### config.mk
export PLATFORM = sky130hd
export DESIGN_NAME = regfile_2r1w_sb
export DESIGN_NICKNAME = d
export VERILOG_FILES = /design/src/rtl/regfile_2r1w_sb.sv
export SDC_FILE = /design/constraint.sdc
export NUM_CORES = 1
export LEC_CHECK = 0
export CAP_MARGIN = 15
export CORE_AREA = 2 2 241 243
export DETAILED_ROUTE_END_ITERATION = 8
export DIE_AREA = 0 0 243 245
export MAX_ROUTING_LAYER = met4
export REMOVE_ABC_BUFFERS = 1
export SETUP_SLACK_MARGIN = 0.05
export SLEW_MARGIN = 20
export SYNTH_ARGS = -nofsm -noshare
export SYNTH_HDL_FRONTEND = slang
export SYNTH_SLANG_ARGS = --single-unit
### constraint.sdc
create_clock -name clk -period 3.2 [get_ports clk]
set_input_delay 0.48 -clock clk [delete_from_list [all_inputs] [get_ports clk]]
set_output_delay 0.48 -clock clk [all_outputs]
set_load 0.05 [all_outputs]
### src/rtl/regfile_2r1w_sb.sv
// Register file with two registered read ports, one write port, optional
// write-to-read bypass, optional hardwired zero register, a per-entry busy
// scoreboard and a post-reset clear sweep that zeroes every entry.
module regfile_2r1w_sb #(
   parameter int ADDRESS_LEN = 4,
   parameter int DATA_LEN    = 16,
   parameter int ZERO_REG    = 1,
   parameter int BYPASS      = 1
) (
   input  logic                   clk,
   input  logic                   rst,
   input  logic [ADDRESS_LEN-1:0] rd0_addr,
   input  logic [ADDRESS_LEN-1:0] rd1_addr,
   output logic [DATA_LEN-1:0]    rd0_data,
   output logic [DATA_LEN-1:0]    rd1_data,
   output logic                   rd0_busy,
   output logic                   rd1_busy,
   input  logic                   wr_en,
   input  logic [ADDRESS_LEN-1:0] wr_addr,
   input  logic [DATA_LEN-1:0]    wr_data,
   input  logic                   busy_set,
   input  logic [ADDRESS_LEN-1:0] busy_addr,
   output logic                   init_done
);

   localparam int DEPTH = 2 ** ADDRESS_LEN;
   localparam int CNT_W = ADDRESS_LEN + 1;

   typedef enum logic {
      ST_CLEAR = 1'b0,
      ST_READY = 1'b1
   } state_t;

   state_t                                state_q, state_d;
   logic [CNT_W-1:0]                      cnt_q, cnt_d, cnt_next;
   logic [DEPTH-1:0]                      busy_q, busy_d;
   logic [DATA_LEN-1:0]                   mem_q [DEPTH];
   logic [DATA_LEN-1:0]                   mem_d [DEPTH];
   logic [1:0][DATA_LEN-1:0]              rd_data_q, rd_data_d;
   logic [1:0]                            rd_busy_q, rd_busy_d;
   logic                                  init_done_q, init_done_d;
   logic [1:0][ADDRESS_LEN-1:0]           rd_addr;
   logic                                  wr_eff;
   logic                                  set_eff;

   // True when the address names the hardwired zero entry.
   function automatic logic is_zero_reg(input logic [ADDRESS_LEN-1:0] addr);
      return (ZERO_REG != 0) && (addr == '0);
   endfunction

   assign rd_addr[0] = rd0_addr;
   assign rd_addr[1] = rd1_addr;

   // Qualified write/busy-set requests: ignored during the sweep and on r0.
   always_comb begin
      wr_eff  = (state_q == ST_READY) && wr_en    && !is_zero_reg(wr_addr);
      set_eff = (state_q == ST_READY) && busy_set && !is_zero_reg(busy_addr);
   end

   // Sweep sequencing: the counter carries one spare bit so terminal count
   // shows up as the MSB of the incremented value instead of a wrap to 0.
   always_comb begin
      cnt_next    = cnt_q + CNT_W'(1);
      state_d     = state_q;
      cnt_d       = cnt_q;
      init_done_d = init_done_q;
      if (state_q == ST_CLEAR) begin
         cnt_d = cnt_next;
         if (cnt_next[ADDRESS_LEN]) begin
            state_d     = ST_READY;
            init_done_d = 1'b1;
         end
      end
   end

   // Scoreboard update: a write retires its entry, a new issue re-marks it;
   // issue is applied last so it wins on a same-address collision.
   always_comb begin
      busy_d = busy_q;
      if (state_q == ST_CLEAR) begin
         busy_d = '0;
      end else begin
         if (wr_eff)  busy_d[wr_addr]   = 1'b0;
         if (set_eff) busy_d[busy_addr] = 1'b1;
      end
   end

   // Storage update: the sweep zeroes one entry per cycle, then normal writes.
   always_comb begin
      mem_d = mem_q;
      if (state_q == ST_CLEAR) begin
         mem_d[cnt_q[ADDRESS_LEN-1:0]] = '0;
      end else if (wr_eff) begin
         mem_d[wr_addr] = wr_data;
      end
   end

   // Read ports: array lookup with optional same-cycle forwarding of the
   // write data and of the busy set/clear; outputs held at 0 during the sweep.
   always_comb begin
      for (int p = 0; p < 2; p++) begin
         rd_data_d[p] = '0;
         rd_busy_d[p] = 1'b0;
         if ((state_q == ST_READY) && !is_zero_reg(rd_addr[p])) begin
            rd_data_d[p] = mem_q[rd_addr[p]];
            rd_busy_d[p] = busy_q[rd_addr[p]];
            if (BYPASS != 0) begin
               if (wr_eff && (wr_addr == rd_addr[p])) begin
                  rd_data_d[p] = wr_data;
                  rd_busy_d[p] = 1'b0;
               end
               if (set_eff && (busy_addr == rd_addr[p])) begin
                  rd_busy_d[p] = 1'b1;
               end
            end
         end
      end
   end

   // Control and read-output registers; reset restarts the clear sweep.
   always_ff @(posedge clk) begin
      if (rst) begin
         state_q     <= ST_CLEAR;
         cnt_q       <= '0;
         busy_q      <= '0;
         rd_data_q   <= '0;
         rd_busy_q   <= '0;
         init_done_q <= 1'b0;
      end else begin
         state_q     <= state_d;
         cnt_q       <= cnt_d;
         busy_q      <= busy_d;
         rd_data_q   <= rd_data_d;
         rd_busy_q   <= rd_busy_d;
         init_done_q <= init_done_d;
      end
   end

   // Entry storage; not reset, the sweep brings it to a known state.
   always_ff @(posedge clk) begin
      mem_q <= mem_d;
   end

   assign rd0_data  = rd_data_q[0];
   assign rd1_data  = rd_data_q[1];
   assign rd0_busy  = rd_busy_q[0];
   assign rd1_busy  = rd_busy_q[1];
   assign init_done = init_done_q;

endmodule

Word-level counts from Yosys, hierarchy flattened

Index checks and enable logic that the tools add are counted.

Multiply operators: 0
Bitwise gates (word level): 12
Reduce and logical (&&, ||, !) cells: 26
Add/sub/neg operators: 1
Equal/unequal tests: 5
Shifts and indexed selects: 0
Mux-type cells: 32
Order comparisons: 12
Divide/modulo/power cells: 0

Operator list:

| operator                                                    | count |
|---|---|
| two-way mux 256 bit                                         | 2 |
| AND 256 bit                                                 | 1 |
| bitwise mux 256 bit                                         | 1 |
| inverter 256 bit                                            | 1 |
| two-way mux 16 bit                                          | 11 |
| binary-select mux 16 bit (select 4 bit)                     | 2 |
| demux 16 bit (select 4 bit)                                 | 2 |
| >= comparator 5 bit (second input constant)                 | 4 |
| less-than comparator 4 x 5 -> 1 bit (second input constant) | 4 |
| inverter 4 -> 5 bit                                         | 4 |
| AND 16 bit                                                  | 1 |
| == test 4 bit                                               | 4 |
| logical NOT 4 bit                                           | 4 |
| inverter 16 bit                                             | 1 |
| bitwise OR 16 bit                                           | 1 |
| logical AND 1 bit                                           | 14 |
| less-than comparator 5 x 1 -> 1 bit (second input constant) | 2 |
| two-way mux 1 bit                                           | 10 |
| binary-select mux 1 bit (select 4 bit)                      | 2 |
| demux 1 bit (select 4 bit)                                  | 2 |
| >= comparator 4 x 1 -> 1 bit (second input constant)        | 2 |
| OR reduction 2 bit                                          | 3 |
| adder 5 x 1 -> 5 bit (second input constant)                | 1 |
| logical NOT 1 bit                                           | 4 |
| other kinds (3)                                             | 5 |

Input bits: 36
Memories: 0
Memory bits (writable): 0
Flip-flop bits (word level): 313
Bits in latches: 0
Memory bits (read-only): 0
Output and inout bits: 35
Logic and storage cells: 112

Logic depth before layout (Yosys ltp)

Gate-level depths: netlist of run 1.

Depth in word-level cells: 10
Depth in mapped cells: 7
Depth with buffers taken out: 5

Worst setup path before layout of run 1

Ideal clock, no wire load.

Path type: input -> register
Start: in wr_addr[2]
End: reg mem_q[128] in the netlist's numbering, enable pin
Path buffers: 2
Library setup time: 411 ps
Required time: 2789 ps
Slack: 183 ps
Stages: 5
Arrival: 2605 ps
Cells stage by stage: clkbuf_1 nor2b_1 nand3_1 clkbuf_1 o21ai_0

Word-level cells in the longest chain between the ends: 4

Ends and longest elaborated chain:

| item                                    | RTL line | text |
|---|---|---|
| start, declared                         | 19       | `input logic [ADDRESS_LEN-1:0] wr_addr,` |
| logical NOT 4 bit                       | 48       | `return (ZERO_REG != 0) && (addr == '0);` |
| logical NOT 1 bit                       | 56       | `wr_eff = (state_q == ST_READY) && wr_en && !is_zero_reg(wr_addr);` |
| logical AND 1 bit                       | 56       |  |
| != test 2 x 1 -> 1 bit (no source line) | --       |  |
| end signal, assigned                    | 141      | `mem_q <= mem_d;` |
| end, declared                           | 37       | `logic [DATA_LEN-1:0] mem_q [DEPTH];` |

No other way between the ends.
A chain may end at the register's enable or synchronous reset.

==> key figures, run 1 <==
Outcome
  – Status: finished, final reports clean

Power and ir drop
  – Static leakage: 7.267 nW
  – Sw Ratio: 30.07%
  – Power, Total: 0.01626 W
  – Flop pwr share: 47.3%
  – Peak supply drop: 442.9 uV
  – Combinational share of power: 24.1%
  – Switching power: 0.004889 W
  – Internal: 0.01137 W
  – Clock power frac: 28.6%
  – Cell area power density: 812.2 nW/um^2

Worst setup path
  – CP endpoint: mem_q[73]$_DFFE_PP_
  – Crit path depth: 3
  – Worst Path Required: 3.55 ns
  – Cell depth of the worst flop-to-flop path: 3
  – CP Data Arrival Time: 2.67 ns
  – R2R Path Start: state_q$_SDFF_PP0_
  – Max incr delay on CP: 0.67 ns
  – Crit path launch: state_q$_SDFF_PP0_
  – Top delay family on crit path: simple AND/OR/NAND/NOR gates
  – Worst setup path class: register to register
  – CP cell instances: buf_4, nand2_1, o21ai_0
  – Worst Path Buf+Inv: 1
  – Worst setup EP type: register
  – Critical path fanouts, max: 67
  – Worst setup SP type: register
  – Slowest CP cell: nand2_1
  – R2R Path End: mem_q[73]$_DFFE_PP_
  – R2R Setup Slk: 0.88 ns

Cells and area
  – Layout cells sized above 1: 19.43%
  – Antenna diodes: 0
  – Layout Utilization: 35.10%
  – Final nets: 1521
  – Area grow syn2layout: 18.66%

Clock tree
  – CTS max path bufs: 3
  – Worst skew pair latency: 0.54 ns
  – Reg clk slew, reported paths: 0.06 ns
  – Clock root buffer: clkbuf_16
  – Num CTS Buffers: 37
  – CTS tree: done
  – H-tree lvl count: 2
  – Post_cts resized: 0
  – Post-CTS setup buffer count: 0
  – Post-cts hold buffer count: 0
  – Clock Sinks: 313

STA
  – Crit path time final: 2.323 ns
  – Worst Max-Slew Pin Slew: 1.015 ns
  – Clock skew: 0.01658 ns
  – FMAX: 430.5 MHz
  – Slew headroom: 32.32%
  – Final Setup Violations: 0
  – Final hold vios: 0
  – RSZ-0062 raised after global routing: no
  – Max-slew violations: 0
  – Final worst-path cycle share: 72.58%

Floorplanning
  – Initial Util: 29.58%
  – Top-Level Pins: 71
  – Die footprint: 59540 um^2
  – Row count: 88
  – Placeable core region: 57030 um^2
  – Die Span Y: 245 um
  – Die Wd: 243 um

Routing
  – Routed WL per cell: 24.28 um
  – Via density: 5.663
  – First drt pass iteration count: 6
  – Drt initial violations: 1323
  – Vias: 12870
  – Detailed Route WL: 55180 um
  – Antenna-violating nets left: 0
  – DR DRC count: 0

Logic synthesis
  – Count leader, synth: nand2_1
  – Synth top cells by count: nand2_1, edfxtp_1, o21ai_0
  – Synth area leaders: edfxtp_1, mux4_2, o21ai_0
  – Synth Register Bits: 313
  – Area leader, netlist: edfxtp_1
  – Post-synth EDFFs: 256
  – Ys flop type: edfxtp_1
  – Ys Warns: 0
  – Synth top area share: 45.57%
  – Share of synthesized flip-flops with an asynchronous set or reset: 0%
  – Area of the mapped netlist: 16870 um^2
  – Mean Syn Cell Area: 11.96 um^2
  – Netlist cell types: 38
  – Sequential-to-total area share from yosys stat: 52.34%
  – Post-Syn Instances: 1411

Run
  – MaxCap Viol Count: 0

Global routing
  – Gr usage total: 18.84%
  – Vias in the first global route: 12730
  – First-pass GRT wire length: 82960 um
  – GRT overflow: 0
  – Largest net degree at the start of global routing: 68
  – Antenna violations before repair: 0

Placed design
  – Detailed placement HPWL: 37980 um
  – IO buf count: 70
  – Final GP Congestion: 0.8940

Min path
  – Hold_sp: cnt_q[4]$_SDFFE_PP0N_
  – Worst Hold Class: register to register
[per-layer routing]
metal	routed length (um)	vias to the layer above	global-route usage, %
met2	26330	718	30.25
met5	0	-	-
li1	-	5580	-
met3	4638	118	2.384
met4	1932	0	7.326
met1	22280	6455	24.39
[cell families (layout without fill, tap and decap cells)]
family          after synthesis  count (layout)  synth area share, %
fa+ha+maj                     4               4               0.2967
buf+inv                     130             227                3.308
flops                       313             313                52.34
mux                         139             139                18.20
simple gates                377             377                9.383
compound gates              428             428                15.44
xor+xnor                     20              20                1.038
[cell usage in the layout (no fill, tap or decap), types with 2 or more instances in the layout]
master	count
o32ai_1	2
nand3_1	10
a22oi_1	64
inv_1	5
clkdlybuf4s50_1	66
a21oi_1	29
o41ai_1	3
clkbuf_16	42
nand2b_1	3
a31oi_2	2
mux2_2	2
nor2_1	15
nand2_1	298
xor2_1	15
mux2i_1	3
bufinv_16	6
ha_1	4
nor4_1	5
clkinv_2	6
xnor2_1	5
nand4_1	3
o21ai_0	240
edfxtp_1	256
a22o_1	64
o2bb2ai_1	2
clkbuf_1	2
nor2b_1	18
a2111oi_0	2
o21ai_1	14
buf_12	3
buf_4	87
and2_1	19
clkbuf_8	3
dfxtp_1	56
a31oi_1	4
mux4_2	134
clkinv_1	4
and4b_1	2
[worst min-delay path by stage]
stage,end,slack (ns),cells after the start
6_report,cnt_q[4]$_SDFFE_PP0N_,0.47,1
5_1_grt,cnt_q[4]$_SDFFE_PP0N_,0.50,1
4_1_cts,cnt_q[4]$_SDFFE_PP0N_,0.48,1
3_5_place_dp,cnt_q[4]$_SDFFE_PP0N_,0.46,1
3_3_place_gp,cnt_q[4]$_SDFFE_PP0N_,0.45,1
2_1_floorplan,busy_q[0]$_SDFF_PP0_,0.44,1
[sequential cells by signal, indices dropped and copies added, names as in the netlist]
| register | flops |
|---|---|
| rd_busy_q | 2 |
| busy_q | 16 |
| cnt_q | 5 |
| rd1_data | 16 |
| init_done | 1 |
| mem_q | 256 |
| state_q | 1 |
| rd0_data | 16 |
[cell type report]
class / instances / area [um^2]
clock buffers: 47 / 1100
clock inverters: 19 / 250.2
fillers: 5632 / 37020
inverters: 5 / 18.77
multi-input cells: 968 / 7487
flip-flops and latches: 313 / 8830
well taps: 765 / 957.2
repair buffers: 156 / 1374
[power groups by stage]
stage | Combinational, W | Clock [W] | Sequential, W
5_1_grt | 0.00427 | 0.00485 | 0.00789
2_1_floorplan | 0.00266 | 0 | 0.00725
3_3_place_gp | 0.00377 | 0 | 0.00757
6_report | 0.00391 | 0.00465 | 0.00770
3_5_place_dp | 0.00389 | 0 | 0.00772
4_1_cts | 0.00389 | 0.00470 | 0.00766
[stage by stage]
stage	setup TNS (ns)	instances	instance area, um^2	hold WS (ns)	setup WS [ns]
floorplan	-86.30	1286	16330	0.4431	-0.5394
global placement	0	2207	18670	0.4540	0.5244
detailed placement	0	2207	18670	0.4618	0.5160
CTS	0	2273	20020	0.4754	0.9466
global route	0	2273	20020	0.4960	0.8060
finish	0	2273	20020	0.4693	0.8774
Note: power is estimated with default switching activity, not from simulation.
==> run 2: changes to the inputs <==
==> constraint.sdc (replaced) <==
create_clock -name clk -period 2.1 [get_ports clk]
set_input_delay 0.315 -clock clk [delete_from_list [all_inputs] [get_ports clk]]
set_output_delay 0.315 -clock clk [all_outputs]
set_load 0.05 [all_outputs]
==> run 2 against run 1 <==
Net effect: largest cell class unchanged; first-iteration DRC count increased by 6.3%; clock power increased by 56%; flip-flop and latch count unchanged; largest power group unchanged; die area unchanged.
==> key figures, run 2 (synthesis gave the netlist of run 1 again) <==
Worst setup path
  – Worst setup EP type: output pin
  – Worst setup path class: register to output pin
  – Worst setup SP type: register
  – Max incr delay on CP: 0.84 ns (+0.17 ns)
  – Critical path fanouts, max: 1 (-99%)
  – CP cell instances: clkdlybuf4s50_1
  – Worst Path Required: 1.78 ns (-1.77 ns)
  – Top delay family on crit path: buffers and inverters
  – CP Data Arrival Time: 1.70 ns (-0.97 ns)
  – Slowest CP cell: clkdlybuf4s50_1
  – Worst Path Buf+Inv: 1 (unchanged)

STA
  – RSZ-0062 raised after global routing: no
  – Setup tns final: 0 ns (unchanged)
  – Final hold vios: 0 (unchanged)
  – Clock skew: 0.01710 ns (+0.0005189 ns)
  – Final worst-path cycle share: 95.94%
  – Setup ws final: 0.08536 ns (-0.7920 ns)
  – Crit path time final: 2.015 ns
  – Worst Max-Slew Pin Slew: 0.5656 ns (-0.4496 ns)
  – Hold WS: 0.4692 ns (-0.00002300 ns)
  – Final Setup Violations: 0 (unchanged)
  – Slew headroom: 62.17% (+30 points)
  – Max-slew violations: 0 (unchanged)
  – FMAX: 496.4 MHz

Routing
  – Via density: 5.557 (-1.9%)
  – Routed WL per cell: 23.39 um (-3.6%)
  – DR DRC count: 0 (unchanged)
  – Detailed Route WL: 55170 um (about the same)
  – Drt initial violations: 1406 (+6.3%)
  – First drt pass iteration count: 6 (unchanged)
  – Antenna-violating nets left: 0 (unchanged)
  – Vias: 13100 (+1.8%)

Clock tree
  – CTS max path bufs: 3 (unchanged)
  – Clock Sinks: 313 (unchanged)
  – Worst skew pair latency: 0.55 ns (about the same)
  – CTS tree: done
  – H-tree lvl count: 2 (unchanged)
  – Post-CTS setup buffer count: 0 (unchanged)
  – Reg clk slew, reported paths: 0.06 ns (about the same)
  – Clock root buffer: clkbuf_16
  – Num CTS Buffers: 37 (unchanged)

Global routing
  – First-pass GRT wire length: 83480 um (+0.62%)
  – Grt met3 use: 2.788% (+0.40 points)
  – Vias in the first global route: 13010 (+2.2%)
  – Antenna violations before repair: 0 (unchanged)
  – Met2 usage: 29.95% (-0.30 points)
  – Layer with the highest usage: met2
  – Gr usage total: 18.97% (+0.13 points)
  – Met1 Usage GRT: 24.75% (+0.36 points)
  – Largest net degree at the start of global routing: 72 (+5.9%)
  – GRT overflow: 0 (unchanged)

Floorplanning
  – Top-Level Pins: 71 (unchanged)
  – Die Wd: 243 um (unchanged)
  – Placeable core region: 57030 um^2 (unchanged)
  – Die footprint: 59540 um^2 (unchanged)
  – Die Span Y: 245 um (unchanged)
  – Initial Util: 29.58% (unchanged)
  – Row count: 88 (unchanged)

Cells and area
  – Largest register FFs: 256 (unchanged)
  – Multi-input combinational cell area: 7487 um^2 (unchanged)
  – # fillers: 5637 (+0.089%)
  – Final nets: 1605 (+5.5%)
  – Area grow syn2layout: 25.13%
  – Layout cells sized above 1: 23.98% (+4.6 points)
  – Layout Utilization: 37.01% (+1.9 points)
  – Antenna diodes: 0 (unchanged)
  – Most common cell after layout, fill and taps aside: nand2_1
  – Storage cell area: 8830 um^2 (unchanged)
  – Most frequent cells in the layout: nand2_1, edfxtp_1, o21ai_0
  – Top reg by flops: mem_q

Outcome
  – Status: finished, final reports clean

Min path
  – Worst Hold Class: primary input to register

Power and ir drop
  – Peak supply drop: 528.6 uV (+19%)
  – Static leakage: 7.939 nW (+9.3%)
  – Cell area power density: 1201 nW/um^2 (+48%)

Placed design
  – Detailed placement HPWL: 39140 um (+3.1%)
  – Place WS: -0.2155 ns (-0.7315 ns)
  – IO buf count: 70 (unchanged)
  – Final GP Congestion: 0.8895 (-0.50%)

Run
  – MaxCap Viol Count: 0 (unchanged)
-- run 2: cell count changes in the layout (fill, tap and decap cells not counted), moves of 3 or more --
cell,before,now
clkinv_1,4,1
dlygate4sd2_1,0,4
clkinvlp_4,1,5
clkdlybuf4s50_1,66,56
dlymetal6s2s_1,0,6
buf_12,3,37
buf_4,87,137
-- run 2: path summary, 6_finish.rpt --
check	from	to	slack [ns]	cells after the start
setup / recovery	rd1_data[10]$_SDFF_PP0_	rd1_data[10]	0.09	1
hold / removal	wr_data[14]	rd0_data[14]$_SDFF_PP0_	0.47	2
hold reg to reg	cnt_q[4]$_SDFFE_PP0N_	cnt_q[4]$_SDFFE_PP0N_	0.48	1
setup reg to reg	state_q$_SDFF_PP0_	mem_q[20]$_DFFE_PP_	0.33	4
-- run 2: routing by layer --
metal / vias to the layer above / share of wire (%)
li1: 5747 / -
met1: 6577 / 40
met2: 667 / 47
met3: 112 / 8.5
met4: 0 / 4.1
met5: - / 0
-- run 2: power by group --
part	switching, W	internal (W)
clock	0.00273	0.00453
combinational	0.00300	0.00331
sequential	0.00194	0.00985
total	0.00766	0.0177
-- run 2: final cells by class --
cell class | instances | area share (%)
Tap cell | 765 | 4.535
Clock inverter | 24 | 1.624
Timing Repair Buffer | 240 | 11.56
Clock buffer | 43 | 4.890
Inverter | 5 | 0.08892
Multi-Input combinational cell | 968 | 35.47
Sequential cell | 313 | 41.83
-- run 2: metrics by stage --
step	power, W	cells	cell area [um^2]
2_1_floorplan	0.01511	1286	16330
3_3_place_gp	0.01774	2291	19720
3_5_place_dp	0.01811	2291	19720
4_1_cts	0.02537	2358	21090
5_1_grt	0.02654	2358	21110
6_report	0.02535	2358	21110
-- run 2: what timing repair did --
item                                   4_1_cts  5_1_grt
gates cloned                                 0        0
hold buffers                                 0        0
endpoints found under the hold margin        0        0
resized for setup                            4        6
setup endpoints to repair                    4        6
==> run 3: changes to the inputs <==
==> constraint.sdc (replaced) <==
create_clock -name clk -period 2.2 [get_ports clk]
set_input_delay 0.33 -clock clk [delete_from_list [all_inputs] [get_ports clk]]
set_output_delay 0.33 -clock clk [all_outputs]
set_load 0.05 [all_outputs]
==> run 3 against run 2 <==
Net effect: clock skew decreased by 0.00060 ns; hold slack improved by 0.0061 ns; sequential power decreased by 5%; largest power group unchanged; highest routed layer unchanged; global-route usage decreased by 0.052 points; largest cell class unchanged; combinational power decreased by 4.6%; via count decreased by 0.40%.
==> key figures, run 3 (synthesis gave the netlist of run 1 again) <==
Outcome
  – Status: finished, final reports clean

Floorplanning
  – Die Wd: 243 um (unchanged)
  – Die Span Y: 245 um (unchanged)
  – Die footprint: 59540 um^2 (unchanged)
  – Placeable core region: 57030 um^2 (unchanged)
  – Top-Level Pins: 71 (unchanged)
  – Row count: 88 (unchanged)
  – Initial Util: 29.58% (unchanged)

STA
  – Crit path time final: 2.058 ns
  – Clock skew: 0.01650 ns (-0.0006013 ns)
  – Worst Max-Slew Pin Slew: 0.5595 ns (-0.006136 ns)
  – Slew headroom: 62.58% (+0.41 points)
  – RSZ-0062 raised after global routing: no
  – Final hold vios: 0 (unchanged)
  – Setup ws final: 0.1418 ns (+0.05641 ns)
  – Hold WS: 0.4753 ns (+0.006066 ns)
  – Max-slew violations: 0 (unchanged)
  – FMAX: 485.9 MHz
  – Final Setup Violations: 0 (unchanged)
  – Final worst-path cycle share: 93.56%

Worst setup path
  – Critical path fanouts, max: 1 (unchanged)
  – Slowest CP cell: clkdlybuf4s50_1
  – Worst setup path class: register to output pin
  – Worst setup SP type: register
  – Worst Path Required: 1.87 ns (+0.09 ns)
  – Worst setup EP type: output pin
  – Worst Path Buf+Inv: 1 (unchanged)
  – CP Data Arrival Time: 1.73 ns (+0.03 ns)
  – Max incr delay on CP: 0.83 ns (about the same)
  – Top delay family on crit path: buffers and inverters
  – CP cell instances: clkdlybuf4s50_1

Power and ir drop
  – Cell area power density: 1123 nW/um^2 (-6.5%)
  – Static leakage: 7.724 nW (-2.7%)
  – Peak supply drop: 478.7 uV (-9.4%)
  – Power, Total: 0.02348 W (-7.4%)

Clock tree
  – CTS tree: done
  – Post-CTS setup buffer count: 0 (unchanged)
  – Clock root buffer: clkbuf_16
  – Num CTS Buffers: 37 (unchanged)
  – Reg clk slew, reported paths: 0.06 ns (about the same)
  – Post_cts resized: 0 (-4)
  – H-tree lvl count: 2 (unchanged)
  – Worst skew pair latency: 0.55 ns (about the same)
  – Post-cts hold buffer count: 0 (unchanged)
  – CTS max path bufs: 3 (unchanged)
  – Clock Sinks: 313 (unchanged)

Placed design
  – Final GP Congestion: 0.8937 (+0.47%)
  – Detailed placement HPWL: 39020 um (-0.31%)
  – Place WS: -0.1422 ns (+0.07336 ns)
  – IO buf count: 70 (unchanged)

Global routing
  – Antenna violations before repair: 1 (+1)
  – Largest net degree at the start of global routing: 69 (-4.2%)
  – GRT overflow: 0 (unchanged)
  – Gr usage total: 18.92% (-0.052 points)
  – Vias in the first global route: 13230 (+1.6%)
  – First-pass GRT wire length: 83390 um (about the same)

Cells and area
  – Multi-input combinational cell area: 7487 um^2 (unchanged)
  – Top reg by flops: mem_q
  – Layout cells sized above 1: 23.05% (-0.93 points)
  – Antenna diodes: 0 (unchanged)
  – Area grow syn2layout: 23.90%
  – # fillers: 5659 (+0.39%)
  – Storage cell area: 8830 um^2 (unchanged)
  – Largest register FFs: 256 (unchanged)
  – Final nets: 1603 (-0.12%)
  – Most common cell after layout, fill and taps aside: nand2_1
  – Most frequent cells in the layout: nand2_1, edfxtp_1, o21ai_0

Routing
  – Drt initial violations: 1387 (-1.4%)
  – First drt pass iteration count: 5 (-1)
  – Antenna-violating nets left: 0 (unchanged)
  – Routed WL per cell: 23.37 um (about the same)
  – Detailed Route WL: 55090 um (-0.13%)
  – DR DRC count: 0 (unchanged)
  – Via density: 5.537 (-0.36%)
  – Vias: 13050 (-0.40%)

Min path
  – Worst Hold Class: primary input to register

Run
  – MaxCap Viol Count: 0 (unchanged)
[run 3: changes by cell type in the layout (fill, tap and decap cells not counted), sizes merged]
cell,delta
dlymetal6s2s,-6
bufinv,-4
clkinv,+4
inv,-1
clkdlybuf4s50,+10
clkinvlp,-5
buf,-2
clkbuf,+7
dlygate4sd2,-4
[run 3: stage by stage]
stage          cells  area (um^2)  setup TNS (ns)  util, %
2_1_floorplan   1286        16330         -322.59        -
3_3_place_gp    2289        19680          -8.208    34.51
5_1_grt         2357        20900               0    36.64
3_5_place_dp    2289        19680          -16.88    34.51
6_report        2357        20900               0    36.64
4_1_cts         2357        20900               0    36.64
[run 3: worst paths after layout]
check                         start                     end  slack (ns)  cells after the start
max reg2reg      state_q$_SDFF_PP0_      mem_q[7]$_DFFE_PP_        0.37                      4
min reg2reg   cnt_q[4]$_SDFFE_PP0N_   cnt_q[4]$_SDFFE_PP0N_        0.48                      1
max          rd1_data[0]$_SDFF_PP0_             rd1_data[0]        0.14                      1
min                      wr_data[1]  rd1_data[1]$_SDFF_PP0_        0.48                      2
[run 3: layout make-up]
| type | instances | share of cell area, % |
|---|---|---|
| flip-flops and latches | 313 | 42.25 |
| repair buffers | 238 | 11.43 |
| clock inverters | 18 | 0.9100 |
| clock buffers | 50 | 4.915 |
| multi-input cells | 968 | 35.82 |
| inverters | 5 | 0.08980 |
| well taps | 765 | 4.580 |
[run 3: metal layers]
layer	vias to the layer above	GRT usage, %	routed length (um)
li1	5751	-	-
met5	-	-	0
met4	0	8.030	2220
met3	111	2.045	4127
met2	622	30.19	26130
met1	6566	24.61	22620
[run 3: power breakdown]
part / internal, W / switching [W] / leakage (nW) / total (W)
Sequential: 0.00941 / 0.00183 / 3.37 / 0.0112
Combinational: 0.00316 / 0.00286 / 3.75 / 0.00602
Clock: 0.00375 / 0.00247 / 0.598 / 0.00622
Total: 0.0163 / 0.00716 / 7.72 / 0.0235
